<file path="config.mk">
export PLATFORM = sky130hd
export DESIGN_NAME = counter_pulse
export DESIGN_NICKNAME = d
export VERILOG_FILES = /design/src/rtl/counter_pulse.sv
export SDC_FILE = /design/constraint.sdc
export NUM_CORES = 1
export LEC_CHECK = 0
export BUFFER_PORTS_ARGS = -buffer_cell sky130_fd_sc_hd__buf_2
export CAP_MARGIN = 20
export CELL_PAD_IN_SITES_DETAIL_PLACEMENT = 1
export CELL_PAD_IN_SITES_GLOBAL_PLACEMENT = 1
export CORE_AREA = 4 4 41 43
export DETAILED_ROUTE_END_ITERATION = 8
export DIE_AREA = 0 0 45 47
export PLACE_DENSITY = 0.66
export SYNTH_ARGS = -nofsm -noshare
export SYNTH_HDL_FRONTEND = slang
export SYNTH_SLANG_ARGS = --single-unit
</file>
<file path="constraint.sdc">
create_clock -name clk -period 1.79 [get_ports clk]
set_input_delay 0.2685 -clock clk [delete_from_list [all_inputs] [get_ports clk]]
set_output_delay 0.2685 -clock clk [all_outputs]
set_load 0.02 [all_outputs]
</file>
<file path="src/rtl/counter_pulse.sv">
// Enable-gated modulo counter (0..MAX) that emits a registered one-clock pulse
// on every wrap from MAX back to 0.
module counter_pulse #(
  parameter int WIDTH = 8,
  parameter int MAX   = 3
) (
  input  logic clk,
  input  logic rst,
  input  logic en,
  output logic out_p
);

  if (WIDTH < 1 || MAX < 0 || (WIDTH < 31 && MAX > (1 << WIDTH) - 1)) begin : g_bad_max
    $fatal(1, "counter_pulse: MAX=%0d does not fit in WIDTH=%0d", MAX, WIDTH);
  end

  localparam logic [WIDTH-1:0] MAX_C = WIDTH'(MAX);

  logic [WIDTH-1:0] cnt;
  logic             at_max;

  assign at_max = (cnt == MAX_C);

  // Wrap is decided by compare before incrementing, so cnt+1 never exceeds MAX.
  always_ff @(posedge clk) begin
    if (!rst) begin
      cnt   <= '0;
      out_p <= 1'b0;
    end else if (en) begin
      if (at_max) begin
        cnt   <= '0;
        out_p <= 1'b1;
      end else begin
        cnt   <= cnt + WIDTH'(1);
        out_p <= 1'b0;
      end
    end else begin
      out_p <= 1'b0;
    end
  end

endmodule

</file>
==> results of run 1 <==
## Yosys cell counts
master and count:
or3_2 1, xor2_1 2, or4_4 1, or3_1 2, nand3_1 2, nor2_1 4, xnor2_1 2, dfxtp_1 9
o41ai_4 1, clkbuf_2 1, a21oi_1 3, and2_1 2, o21ai_0 3, nor4_1 1, clkbuf_1 1, nand4_1 3
nand2_1 2, ha_1 1, mux2i_1 1
## logic make-up after synthesis
kind of cell,after synthesis
multiplexers,1
buffers and inverters,2
adder cells (fa/ha/maj),1
XOR/XNOR,4
flip-flops,9
AO/OA/AOI/OAI,7
AND/OR/NAND/NOR,18
## layer usage
metal / wire length (um) / global-route usage / up-vias
met5: 0 / 0 / -
met4: 38 / 0.1228 / 0
met3: 35 / 0.02299 / 6
met2: 354 / 0.1497 / 5
met1: 327 / 0.08238 / 155
li1: - / - / 161
## layout make-up
cell class | instances | area (um2) | area share
flip-flops and latches | 9 | 180.2 | 0.3945
well taps | 15 | 18.77 | 0.04110
multi-input cells | 31 | 216.5 | 0.4740
clock buffers | 4 | 26.28 | 0.05753
repair buffers | 3 | 15.01 | 0.03288
## power breakdown
part | total [mW] | internal (mW) | switching (mW)
logic | 0.0234 | 0.0116 | 0.0118
registers | 0.210 | 0.206 | 0.00471
clock network | 0.164 | 0.0863 | 0.0774
## worst max path at each step
stage / startpoint / endpoint / slack (ns)
after floorplan: cnt[5]$_SDFFE_PN0P_ / cnt[0]$_SDFFE_PN0P_ / 0.31
after global placement: cnt[5]$_SDFFE_PN0P_ / cnt[2]$_SDFFE_PN0P_ / 0.15
after detailed placement: cnt[5]$_SDFFE_PN0P_ / cnt[0]$_SDFFE_PN0P_ / 0.16
after CTS: cnt[5]$_SDFFE_PN0P_ / cnt[0]$_SDFFE_PN0P_ / 0.15
after global routing: cnt[5]$_SDFFE_PN0P_ / cnt[0]$_SDFFE_PN0P_ / 0.09
final: cnt[5]$_SDFFE_PN0P_ / cnt[0]$_SDFFE_PN0P_ / 0.17
## sequential cells by signal, summed over array words and instances (netlist names)
name and flops:
out_p 1, cnt 8
## through the flow
stage	utilization	hold WS, ns	cell area [um2]
floorplan	-	0.3902	405.4
global placement	0.3308	0.4917	430.4
finish	0.3510	0.2591	456.7
CTS	0.3510	0.2657	456.7
detailed placement	0.3308	0.4946	430.4
global route	0.3510	0.2665	456.7
## critical path: stages (launching register included)
cell and delay, ns:
dfxtp_1 0.34, or4_4 0.56, o41ai_4 0.49, nor2_1 0.10
==> results.sh, run 1 <==
export IMPL_rsz0062_at_grt="false"
export IMPL_synth_cell_types=19
export IMPL_yosys_area_top_type="dfxtp_1"
export IMPL_fin_cells=62
export IMPL_rr_startpoint="cnt[5]$_SDFFE_PN0P_"
export IMPL_status="completed"
export IMPL_grt_pass1_vias=323
export IMPL_final_common_cell="dfxtp_1"
export IMPL_ys_top_cells_by_area="dfxtp_1 (44%), o41ai_4 (6.8%), nand4_1 (4.6%), xnor2_1 (4.3%), xor2_1 (4.3%)"
export IMPL_die_width_um=45
export IMPL_num_vias=327
export IMPL_synth_simple_gate_area_frac=0.2500
export IMPL_clkTransAtPathRegs_ns=0.06
export IMPL_cp_arrival_ns=1.76
export IMPL_drt_initial_drc_count=3
export IMPL_p_total_mw=0.3975
export IMPL_hold_depth=2
export IMPL_critPathLaunchType="register"
export IMPL_io_pins=4
export IMPL_yosys_area_share_adder=0.03086
export IMPL_viasPerCell=5.274
export IMPL_synth_compound_area_share=0.1420
export IMPL_cp_end_kind="register"
export IMPL_drive_gt1_frac=0.1915
export IMPL_n_antenna_cell=0
export IMPL_clock_latency_ns=0.27
export IMPL_nNetsFinal=52
export IMPL_syn_nets=46
export IMPL_htreeDepth=1
export IMPL_std_cell_rows=13
export IMPL_worst_path_max_fanout=7
export IMPL_grt_pass1_wl_mm=1.276
export IMPL_timing_worst_setup_path_type="reg2reg"
export IMPL_maxCapViolCount=0
export IMPL_synth_xor_xnor_area_share=0.08642
export IMPL_cts_made_buffers=3
export IMPL_synth_cells=42
export IMPL_dp_hpwl_um=575.9
export IMPL_post_cts_resized=0
export IMPL_clk_path_buf_depth=2
export IMPL_dieArea_um2=2115
export IMPL_max_freq_ghz=0.6170
export IMPL_cts_tree="built"
export IMPL_pre_cts_ws_ns=0.1592
export IMPL_ant_nets=0
export IMPL_seq_area_frac_synth=0.4444
export IMPL_numClockSinks=9
export IMPL_syn_area_per_cell_um2=9.652
export IMPL_worst_pin_slew_ns=0.4743
export IMPL_ys_warn_count=0
export IMPL_portBuffers=3
export IMPL_synthMuxAreaShare=0.02469
export IMPL_drcViolationCount=0
export IMPL_fin_skew_ns=0.004057
export IMPL_period_needed_ns=1.621
export IMPL_r2r_slack_ns=0.17
export IMPL_placedCellCount=58
export IMPL_yosys_area_top_type_share=0.4444
export IMPL_cp_required_ns=1.93
export IMPL_cts_root_buffer="clkbuf_4"
export IMPL_routabilityCongestion=0.6828
export IMPL_finalHoldViolations=0
export IMPL_p_leak_nw=0.1647
export IMPL_whs_endpoint="cnt[4]$_SDFFE_PN0P_"
export IMPL_slew_headroom=0.6827
export IMPL_finalSetupTns_ns=0
export IMPL_period_share=0.9055
export IMPL_hp_class="in2reg"
export IMPL_finalSetupViolCount=0
export IMPL_die_h_um=47
export IMPL_hold_buffers=0
export IMPL_fillCellCount=160
export IMPL_post_cts_buffers=0
export IMPL_synth_top_family_by_area="simple AND/OR/NAND/NOR gates"
export IMPL_ys_ff_latch=9
export IMPL_final_cell_mix="dfxtp_1 (9), nor2_1 (4)"
export IMPL_min_from="rst"
export IMPL_max_vdd_ir_drop_uv=422.3
export IMPL_core_region_area_um2=1301
export IMPL_grt_usage=0.09184
export IMPL_wire_per_inst_um=12.19
export IMPL_p_per_area_nw_per_um2=870.3
export IMPL_grt_max_degree=8
export IMPL_firstDrtPassIters=3
export IMPL_r2r_end="cnt[0]$_SDFFE_PN0P_"
export IMPL_start_util=0.3115
export IMPL_synth_area_um2=405.4
export IMPL_drt_total_wl_um=756
export IMPL_grt_overflow=0
export IMPL_syn2layout_area_growth_pct=12.65
export IMPL_antenna_found_initial=0
export IMPL_rr_worst_depth=3
export IMPL_drv_slew=0
export IMPL_setup_ws_ns=0.1692
No activity file was read; power rests on OpenSTA's default activity.
==> run 2: changes to the inputs <==
Settings changed: ABC_AREA from default to 1, PLACE_DENSITY 0.66 to 0.73.
==> results.sh, run 2 <==
export IMPL_status="completed"
export IMPL_n_antenna_cell=0
export IMPL_worst_path_max_fanout=4
export IMPL_ys_top_cells_by_area="dfxtp_1 (41%), nand2_1 (18%), nor2_1 (11%), inv_1 (6.8%), nor2_4 (5.1%)"
export IMPL_grt_overflow=0
export IMPL_synth_cells=64
export IMPL_synth_xor_xnor_area_share=0.05949
export IMPL_yosys_area_share_adder=0.02833
export IMPL_slew_headroom=0.8556
export IMPL_post_cts_resized=0
export IMPL_start_util=0.3394
export IMPL_hp_class="in2reg"
export IMPL_top_register="cnt"
export IMPL_cts_root_buffer="clkbuf_4"
export IMPL_largest_reg_flops=8
export IMPL_die_h_um=47
export IMPL_viasPerCell=4.372
export IMPL_firstDrtPassIters=1
export IMPL_timing_worst_setup_path_type="reg2reg"
export IMPL_max_vdd_ir_drop_uv=483.1
export IMPL_cp_end_kind="register"
export IMPL_post_cts_buffers=0
export IMPL_cts_tree="built"
export IMPL_fin_cells=86
export IMPL_clock_latency_ns=0.26
export IMPL_final_cell_mix="nand2_1 (21), nor2_1 (13), dfxtp_1 (9)"
export IMPL_synth_compound_area_share=0
export IMPL_dieArea_um2=2115
export IMPL_portBuffers=3
export IMPL_antenna_found_initial=0
export IMPL_die_width_um=45
export IMPL_synth_edff_count=0
export IMPL_p_per_area_nw_per_um2=795.4
export IMPL_synth_main_ff_cell="dfxtp_1"
export IMPL_synthMuxAreaShare=0.02266
export IMPL_final_common_cell="nand2_1"
export IMPL_grt_max_degree=7
export IMPL_grt_usage=0.1182
export IMPL_routabilityCongestion=0.6844
export IMPL_finalSetupViolCount=0
export IMPL_synth_cell_types=11
export IMPL_ys_async_sr_fraction=0
export IMPL_drcViolationCount=0
export IMPL_synth_top_family_by_area="simple AND/OR/NAND/NOR gates"
export IMPL_period_share=0.6189
export IMPL_fillCellCount=180
export IMPL_num_vias=376
export IMPL_synth_simple_gate_area_frac=0.4136
export IMPL_fin_skew_ns=0.003538
export IMPL_syn2layout_area_growth_pct=13.60
export IMPL_nNetsFinal=76
export IMPL_rsz0062_at_grt="false"
export IMPL_grt_pass1_vias=394
export IMPL_drv_slew=0
export IMPL_ant_nets=0
export IMPL_cp_arrival_ns=1.31
export IMPL_synth_area_um2=441.7
export IMPL_worst_pin_slew_ns=0.2163
export IMPL_grt_pass1_wl_mm=1.642
export IMPL_yosys_area_top_type="dfxtp_1"
export IMPL_ys_warn_count=0
export IMPL_cp_required_ns=1.99
export IMPL_wire_per_inst_um=10.29
export IMPL_finalSetupTns_ns=0
export IMPL_finalHoldViolations=0
export IMPL_ys_ff_latch=9
export IMPL_htreeDepth=1
export IMPL_hold_buffers=0
export IMPL_dp_hpwl_um=673.2
export IMPL_design_area_um2=501.7
export IMPL_core_region_area_um2=1301
export IMPL_seq_area_frac_synth=0.4079
export IMPL_yosysMostFrequentCell="nand2_1"
export IMPL_cts_made_buffers=3
export IMPL_synth_common_cells="nand2_1 (21), nor2_1 (13), dfxtp_1 (9)"
export IMPL_drive_gt1_frac=0.1408
export IMPL_critPathLaunchType="register"
export IMPL_drt_total_wl_um=885
export IMPL_numClockSinks=9
export IMPL_yosys_area_top_type_share=0.4079
export IMPL_syn_area_per_cell_um2=6.901
export IMPL_largestRegisters="cnt x8, out_p x1"
export IMPL_max_freq_ghz=0.9027
export IMPL_dpl_cell_area_um2=475.5
export IMPL_placedCellCount=82
export IMPL_period_needed_ns=1.108
export IMPL_clkTransAtPathRegs_ns=0.06
export IMPL_std_cell_rows=13
export IMPL_syn_nets=68
export IMPL_fin_util=0.3856
export IMPL_maxCapViolCount=0
export IMPL_io_pins=4
export IMPL_p_leak_nw=0.2259
export IMPL_drt_initial_drc_count=0
export IMPL_clk_path_buf_depth=2
-- run 2: critical path: stages, from the launching register on --
cell and delay [ns]:
dfxtp_1 0.39, ha_1 0.20, nand2_2 0.09, nor2_4 0.12, nand2_1 0.06, nand2_1 0.05
nand2_1 0.04, nor2_1 0.08
-- run 2: kinds of logic (layout without fill, tap and decap cells) --
group,Yosys count,count (layout)
flops,9,9
buf+inv,8,15
mux,1,1
fa+ha+maj,1,1
xor+xnor,3,3
simple gates,42,42
-- run 2: through the flow --
| step | setup slack (ns) | hold slack, ns | power (mW) |
|---|---|---|---|
| after detailed placement | 0.6993 | 0.5254 | 0.2416 |
| final | 0.6822 | 0.2808 | 0.3991 |
| after global placement | 0.7223 | 0.5095 | 0.2401 |
| after global routing | 0.5498 | 0.3197 | 0.4251 |
| after floorplan | 0.7959 | 0.4314 | 0.2324 |
| after CTS | 0.6678 | 0.2838 | 0.4097 |
-- run 2: final timing paths --
kind                            start             endpoint  slack, ns  cells past startpoint
setup / recovery  cnt[0]$_SDFFE_PN0P_  cnt[6]$_SDFFE_PN0P_       0.68                      7
hold / removal                    rst  cnt[0]$_SDFFE_PN0P_       0.28                      3
setup reg to reg  cnt[0]$_SDFFE_PN0P_  cnt[6]$_SDFFE_PN0P_       0.68                      7
hold reg to reg   cnt[7]$_SDFFE_PN0P_  cnt[7]$_SDFFE_PN0P_       0.54                      3
-- run 2: cell type report --
class	instances	area (um2)	share of cell area
Clock buffer	4	26.28	0.05237
Multi-Input combinational cell	47	231.5	0.4613
Inverter	8	30.03	0.05985
Timing Repair Buffer	3	15.01	0.02993
Sequential cell	9	180.2	0.3591
Tap cell	15	18.77	0.03741
-- run 2: where the power goes --
group          switching, mW  leakage [nW]  total [mW]  internal (mW)
registers            0.00513        0.0729       0.211          0.206
clock network         0.0760        0.0150       0.162         0.0862
logic                 0.0149         0.138      0.0262         0.0113
total                 0.0960         0.226       0.399          0.303
-- run 2: layer usage --
layer / global-route usage / routed length, um / part of all wire
met5: 0 / 0 / 0
met3: 0.03831 / 32 / 0.036
met4: 0.1404 / 45 / 0.051
met1: 0.1172 / 393 / 0.44
met2: 0.1808 / 413 / 0.47
==> run 3: changes to the inputs <==
Clock period 1.79 ns to 1.16 ns, I/O delays scaled along.
==> results.sh, run 3 (synthesis gave the netlist of run 2 again) <==
export IMPL_drive_gt1_frac=0.1831
export IMPL_std_cell_rows=13
export IMPL_fin_skew_ns=0.001300
export IMPL_multi_input_area_um2=234.0
export IMPL_fin_cells=86
export IMPL_period_share=0.8942
export IMPL_ant_nets=0
export IMPL_dp_hpwl_um=707.8
export IMPL_numClockSinks=9
export IMPL_dieArea_um2=2115
export IMPL_clkTransAtPathRegs_ns=0.06
export IMPL_max_freq_ghz=0.9641
export IMPL_maxCapViolCount=0
export IMPL_num_vias=376
export IMPL_hold_depth=3
export IMPL_critPathLaunchType="register"
export IMPL_io_pins=4
export IMPL_cts_tree="built"
export IMPL_rsz0062_at_grt="false"
export IMPL_antenna_found_initial=0
export IMPL_finalSetupViolCount=0
export IMPL_wire_per_inst_um=10.58
export IMPL_rr_startpoint="cnt[0]$_SDFFE_PN0P_"
export IMPL_cp_required_ns=1.32
export IMPL_slowest_stage="dfxtp_2"
export IMPL_clk_path_buf_depth=2
export IMPL_placedCellCount=82
export IMPL_grt_max_degree=7
export IMPL_timing_worst_setup_path_type="reg2reg"
export IMPL_cpPeakStageDelay_ns=0.36
export IMPL_htreeDepth=1
export IMPL_top_register="cnt"
export IMPL_grt_pass1_vias=380
export IMPL_cp_arrival_ns=1.20
export IMPL_finalHoldViolations=0
export IMPL_hold_buffers=0
export IMPL_cp_end_kind="register"
export IMPL_cts_made_buffers=3
export IMPL_drcViolationCount=0
export IMPL_drv_slew=0
export IMPL_slew_headroom=0.8540
export IMPL_die_width_um=45
export IMPL_worst_path_max_fanout=4
export IMPL_final_cell_mix="nand2_1 (21), nor2_1 (13), inv_1 (8)"
export IMPL_grt_pass1_wl_mm=1.559
export IMPL_core_region_area_um2=1301
export IMPL_largestRegisters="cnt x8, out_p x1"
export IMPL_final_common_cell="nand2_1"
export IMPL_r2r_end="cnt[6]$_SDFFE_PN0P_"
export IMPL_drt_total_wl_um=910
export IMPL_worst_pin_slew_ns=0.2187
export IMPL_whs_endpoint="cnt[1]$_SDFFE_PN0P_"
export IMPL_portBuffers=3
export IMPL_hp_class="in2reg"
export IMPL_critical_path_cell_chain="ha_2, nand2_2, nor2_4, nand3_1, nand2_1, nor2_1"
export IMPL_finalSetupTns_ns=0
export IMPL_die_h_um=47
export IMPL_fillCellCount=192
export IMPL_viasPerCell=4.372
export IMPL_firstDrtPassIters=4
export IMPL_period_needed_ns=1.037
export IMPL_nNetsFinal=76
export IMPL_grt_usage=0.1135
export IMPL_rr_worst_depth=6
export IMPL_n_antenna_cell=0
export IMPL_max_vdd_ir_drop_uv=554.0
export IMPL_seq_area_um2=182.7
export IMPL_p_leak_nw=0.2241
export IMPL_grt_overflow=0
export IMPL_p_per_area_nw_per_um2=1235
export IMPL_status="completed"
export IMPL_largest_reg_flops=8
export IMPL_min_from="rst"
export IMPL_r2r_slack_ns=0.12
export IMPL_clock_latency_ns=0.27
export IMPL_syn2layout_area_growth_pct=14.73
export IMPL_post_cts_buffers=0
export IMPL_start_util=0.3394
export IMPL_routabilityCongestion=0.7096
export IMPL_cts_root_buffer="clkbuf_4"
export IMPL_drt_initial_drc_count=4
-- run 3: worst max path at each step --
stage                                   start                   to  cells past startpoint
after detailed placement  cnt[0]$_SDFFE_PN0P_  cnt[4]$_SDFFE_PN0P_                      6
after global placement    cnt[0]$_SDFFE_PN0P_  cnt[6]$_SDFFE_PN0P_                      6
final                     cnt[0]$_SDFFE_PN0P_  cnt[6]$_SDFFE_PN0P_                      6
after floorplan           cnt[0]$_SDFFE_PN0P_  cnt[6]$_SDFFE_PN0P_                      6
after global routing      cnt[0]$_SDFFE_PN0P_  cnt[6]$_SDFFE_PN0P_                      6
after CTS                 cnt[0]$_SDFFE_PN0P_  cnt[6]$_SDFFE_PN0P_                      6
-- run 3: through the flow --
step	utilization	area, um2	worst slack, ns	total power [mW]	hold WS [ns]
after floorplan	-	441.7	0.1659	0.3587	0.3369
after global placement	0.3654	475.5	0.09932	0.3724	0.4608
after detailed placement	0.3654	475.5	0.07130	0.3719	0.4667
after CTS	0.3856	501.7	0.05418	0.6321	0.1807
after global routing	0.3894	506.7	0.02899	0.6640	0.1875
final	0.3894	506.7	0.1227	0.6258	0.1832
-- run 3: critical path: cells and delay by family (launching register included) --
family / cells / cell delay, ns
flops: 1 / 0.36
fa+ha+maj: 1 / 0.19
simple gates: 5 / 0.38
-- run 3: routing by layer --
metal	routed length (um)	global-route usage
met3	47	0.04598
met2	406	0.1695
met5	0	0
met1	429	0.1221
met4	27	0.1053
-- run 3: layout make-up --
class,instances,share of cell area
clock buffers,4,0.05185
inverters,8,0.05926
multi-input cells,47,0.4617
flip-flops and latches,9,0.3605
well taps,15,0.03704
repair buffers,3,0.02963
-- run 3: power breakdown --
| group | internal [mW] | switching [mW] | leakage, nW |
|---|---|---|---|
| combinational | 0.0181 | 0.0226 | 0.136 |
| clock | 0.133 | 0.125 | 0.0150 |
| sequential | 0.319 | 0.00767 | 0.0736 |
-- run 3: repair_timing --
item / in CTS / in global routing
setup endpoints to repair: 0 / 4
hold endpoints to repair: 0 / 0
gates resized for setup: 0 / 3
